--- src/rtl/slave_rr_arbiter.sv ---
// Round-robin arbiter granting one master at a time access to a slave,
// with ack completion, request-drop abort and hold-time timeout.
module slave_rr_arbiter #(
    parameter int QTY_OF_MASTERS = 4,
    parameter int TIMEOUT        = 16
) (
    input  logic                              clk,
    input  logic                              rst,
    input  logic [QTY_OF_MASTERS-1:0]         request,
    input  logic                              ack,
    output logic [QTY_OF_MASTERS-1:0]         grant,
    output logic [$clog2(QTY_OF_MASTERS)-1:0] grant_id,
    output logic                              busy,
    output logic                              done,
    output logic                              timeout
);

    localparam int IW = $clog2(QTY_OF_MASTERS);
    localparam int CW = $clog2(TIMEOUT + 1);

    localparam logic [0:0] IDLE = 1'b0;
    localparam logic [0:0] BUSY = 1'b1;

    localparam logic [CW-1:0] CNT_LAST = CW'(TIMEOUT - 1);
    localparam logic [CW-1:0] CNT_MAX  = CW'(TIMEOUT);

    logic [0:0]    state;
    logic [IW-1:0] ptr;
    logic [CW-1:0] cnt;

    logic [IW-1:0] winner;
    logic          found;
    logic [IW-1:0] next_ptr;

    // Search upward from ptr; index arithmetic wraps because N is a power of two.
    always_comb begin
        winner = '0;
        found  = 1'b0;
        for (int i = 0; i < QTY_OF_MASTERS; i++) begin
            logic [IW-1:0] idx;
            idx = ptr + IW'(i);
            if (!found && request[idx]) begin
                winner = idx;
                found  = 1'b1;
            end
        end
    end

    assign next_ptr = grant_id + IW'(1);

    always_ff @(posedge clk) begin
        if (rst) begin
            state    <= IDLE;
            ptr      <= '0;
            cnt      <= '0;
            grant    <= '0;
            grant_id <= '0;
            busy     <= 1'b0;
            done     <= 1'b0;
            timeout  <= 1'b0;
        end else begin
            done    <= 1'b0;
            timeout <= 1'b0;
            if (state == IDLE) begin
                if (found) begin
                    state    <= BUSY;
                    cnt      <= '0;
                    busy     <= 1'b1;
                    grant_id <= winner;
                    grant    <= QTY_OF_MASTERS'(1) << winner;
                end
            end else begin
                // Exit priority: ack, then timeout, then abort.
                if (ack || cnt == CNT_LAST || !request[grant_id]) begin
                    state <= IDLE;
                    busy  <= 1'b0;
                    grant <= '0;
                    ptr   <= next_ptr;
                    if (ack) begin
                        done <= 1'b1;
                    end else if (cnt == CNT_LAST) begin
                        timeout <= 1'b1;
                    end
                end else if (cnt != CNT_MAX) begin
                    cnt <= cnt + CW'(1);
                end
            end
        end
    end

endmodule

--- config.mk ---
export PLATFORM = sky130hd
export DESIGN_NAME = slave_rr_arbiter
export DESIGN_NICKNAME = d
export VERILOG_FILES = /design/src/rtl/slave_rr_arbiter.sv
export SDC_FILE = /design/constraint.sdc
export NUM_CORES = 1
export LEC_CHECK = 0
export CAP_MARGIN = 25
export CORE_MARGIN = 2
export CORE_UTILIZATION = 45
export CTS_CLUSTER_DIAMETER = 100
export DETAILED_ROUTE_END_ITERATION = 7
export PLACE_DENSITY_LB_ADDON = 0.12
export RECOVER_POWER = 100
export SYNTH_ARGS = -nofsm -noshare
export SYNTH_HDL_FRONTEND = slang
export SYNTH_SLANG_ARGS = --single-unit
--- constraint.sdc ---
create_clock -name clk -period 2.2 [get_ports clk]
set_input_delay 0.44 -clock clk [delete_from_list [all_inputs] [get_ports clk]]
set_output_delay 0.44 -clock clk [all_outputs]
set_load 0.01 [all_outputs]
==> impl_metrics.csv <==
group,metric,value,unit
detailed_routing,viasPerCell,5.55,
sta,slew_headroom,56.6,%
detailed_routing,drc,0,
detailed_routing,routedWlPerCell,13.4,um
synthesis,synth_ff_type,"dfxtp_1",
clocking,root_buffer,"clkbuf_4",
place,portBuffers,15,
place,place_area,1160,sq um
worst_setup_path,cp.required,2.45,ns
synthesis,ys_types,45,
detailed_routing,finalWirelength,2000,um
sta,finalCriticalPeriod,2.06,ns
synthesis,synth_edf_count,0,
power,p_leak,0.000481,uW
synthesis,ys_seq_elements,17,
place,gp_congestion,0.937,
worst_setup_path,endpoint_kind,"flop",
die,die_w,48.8,um
sta,period_share,93.6,%
clocking,cts_buffers,3,
sta,finalMaxSlewViolations,0,
clocking,clkSlewWorstSetupHoldPaths,0.10,ns
layout,diodes,0,
synthesis,synth_top_area_share,37.7,%
worst_setup_path,path_class,"flop to flop",
synthesis,syn_nets,105,
detailed_routing,antenna_left,0,
die,start_util,46.9,%
die,die_height,48.8,um
worst_setup_path,crit_fanout,6,
clocking,cts_hold_buf,0,
synthesis,ys_top_cells_by_area,"dfxtp_1 (38%), ha_1 (4.2%), nor2_1 (3.3%)",
global_route,grt_overflow,0,
synthesis,yosysSeqAreaShare,37.7,%
sta,fmax,486,MHz
global_route,antenna_found_initial,0,
worst_setup_path,critPathArrivalTime,2.31,ns
sta,tightest_slew,0.651,ns
sta,clock_skew,0.00501,ns
power,power_density,588,nW/um^2
clocking,clock-sinks,17,
global_route,grt_start_max_net_pins,11,
layout,nets,134,
synthesis,ys.warnings.count,0,
die,num_rows,16,
layout,design_area,1200,sq um
die,io_pins,16,
sta,hold_viol,0,
detailed_routing,drt_iter0_markers,10,
clocking,clock_latency,0.30,ns
place,dpl.hpwl,1520,um
sta,fin_hold_ws,0.483,ns
detailed_routing,drt_pass1_iterations,4,
layout,drive_above_1_share,20.3,%
clocking,ctsHtreeMaxLevel,1,
global_route,grt_pass1_vias,783,
hold_path,hp-class,"flop to flop",
status,status,"complete, no violations",
global_route,grt_usage,18.5,%
global_route,grt_pass1_wl,3440,um
job,maxCapViolations,0,
clocking,cts_tree,"yes",
worst_setup_path,start_kind,"flop",
layout,syn2layout_area_growth,32.9,%
die,placeableCoreArea,1920,sq um
synthesis,syn_area_per_cell,9.50,sq um
layout,fillers,184,
synthesis,synth_area_leader_cell,"dfxtp_1",
synthesis,syn_inst,95,
detailed_routing,num_vias,832,
die,dieArea,2380,sq um
synthesis,netlist_area,902,sq um
power,vdd_drop_max,0.378,mV
clocking,clockBufferDepth,2,
synthesis,synth-async-reset-ratio,0,%
sta,setup_viol,0,
[routing by layer]
layer	track usage, %	wire [um]
met1	23.7	954
met2	29.7	932
met5	0	0
met3	6.13	91
met4	5.71	24
[power breakdown]
group	total (uW)	switching [uW]	internal, uW
Combinational	184	91.1	93.2
Clock	171	103	67.8
Sequential	350	21.0	329
[synth_stat cells (3+ instances only)]
| library cell | n |
|---|---|
| a211oi_1 | 3 |
| a21oi_1 | 3 |
| dfxtp_1 | 17 |
| ha_1 | 3 |
| inv_1 | 6 |
| nand2_1 | 7 |
| nor2_1 | 8 |
| nor3_1 | 4 |
[state kept, by name (all words and copies together) (netlist names)]
name      flops
busy          1
cnt           5
done          1
grant         4
grant_id      2
ptr           2
state         1
timeout       1
[repair_timing]
item,4_1_cts,5_1_grt
endpoints found under the hold margin,0,0
gates resized for setup,0,2
buffers inserted,0,0
endpoints found under the setup margin,0,3
[worst max-delay path, stage by stage, from the launching register on]
cell	delay, ns
dfxtp_1	0.35
ha_1	0.20
and3_1	0.18
ha_1	0.24
nor3b_4	0.29
a22oi_2	0.16
or4b_1	0.51
nand2_1	0.07
[cells by family (layout without fill, tap and decap cells)]
| group | Yosys count | after routing | share of synthesized area, % |
|---|---|---|---|
| flops | 17 | 17 | 37.7 |
| xor+xnor | 1 | 1 | 0.971 |
| buf+inv | 8 | 36 | 3.47 |
| simple gates | 38 | 38 | 24.6 |
| compound gates | 23 | 23 | 23.2 |
| fa+ha+maj | 3 | 3 | 4.16 |
| mux | 5 | 5 | 5.96 |
[per-stage QoR]
stage / power [uW] / instances / worst slack (ns) / TNS [ns] / utilization (%)
2_1_floorplan: 458 / 95 / 0.0749 / 0 / -
3_3_place_gp: 542 / 146 / -0.0421 / -0.102 / 60.4
3_5_place_dp: 545 / 146 / -0.0523 / -0.148 / 60.4
4_1_cts: 714 / 150 / 0.113 / 0 / 61.8
5_1_grt: 745 / 150 / -0.00939 / -0.0154 / 62.4
6_report: 705 / 150 / 0.141 / 0 / 62.4
[layout make-up]
cell class / instances / area (sq um) / area share (%)
multi-input cells: 70 / 542 / 45.2
flip-flops and latches: 17 / 340 / 28.4
repair buffers: 26 / 233 / 19.4
well taps: 27 / 33.8 / 2.82
clock buffers: 3 / 22.5 / 1.88
inverters: 6 / 22.5 / 1.88
clock inverters: 1 / 5.00 / 0.418
[worst paths after layout]
kind / start / endpoint / slack, ns / depth (start not counted)
setup / recovery: cnt[1]$_SDFFE_PP0P_ / cnt[2]$_SDFFE_PP0P_ / 0.14 / 7
hold / removal: grant[1]$_SDFFE_PP0P_ / grant[1]$_SDFFE_PP0P_ / 0.48 / 1
setup reg to reg: cnt[1]$_SDFFE_PP0P_ / cnt[2]$_SDFFE_PP0P_ / 0.14 / 7
hold reg to reg: grant[1]$_SDFFE_PP0P_ / grant[1]$_SDFFE_PP0P_ / 0.48 / 1
[cells in the final DEF, fill, tap and decap left out, drive strengths merged, types with 2 or more instances in the layout]
cell,instances
dfxtp,17
buf,11
dlygate4sd3,10
nor2,8
nand2,7
inv,6
clkdlybuf4s50,5
a21oi,4
nor3,4
a211oi,3
ha,3
clkbuf,3
mux2,3
nand2b,2
or3,2
nand3b,2
o32ai,2
a32o,2
mux2i,2
a21o,2
a221oi,2
nor3b,2
Note: power is estimated with default switching activity, not from simulation.
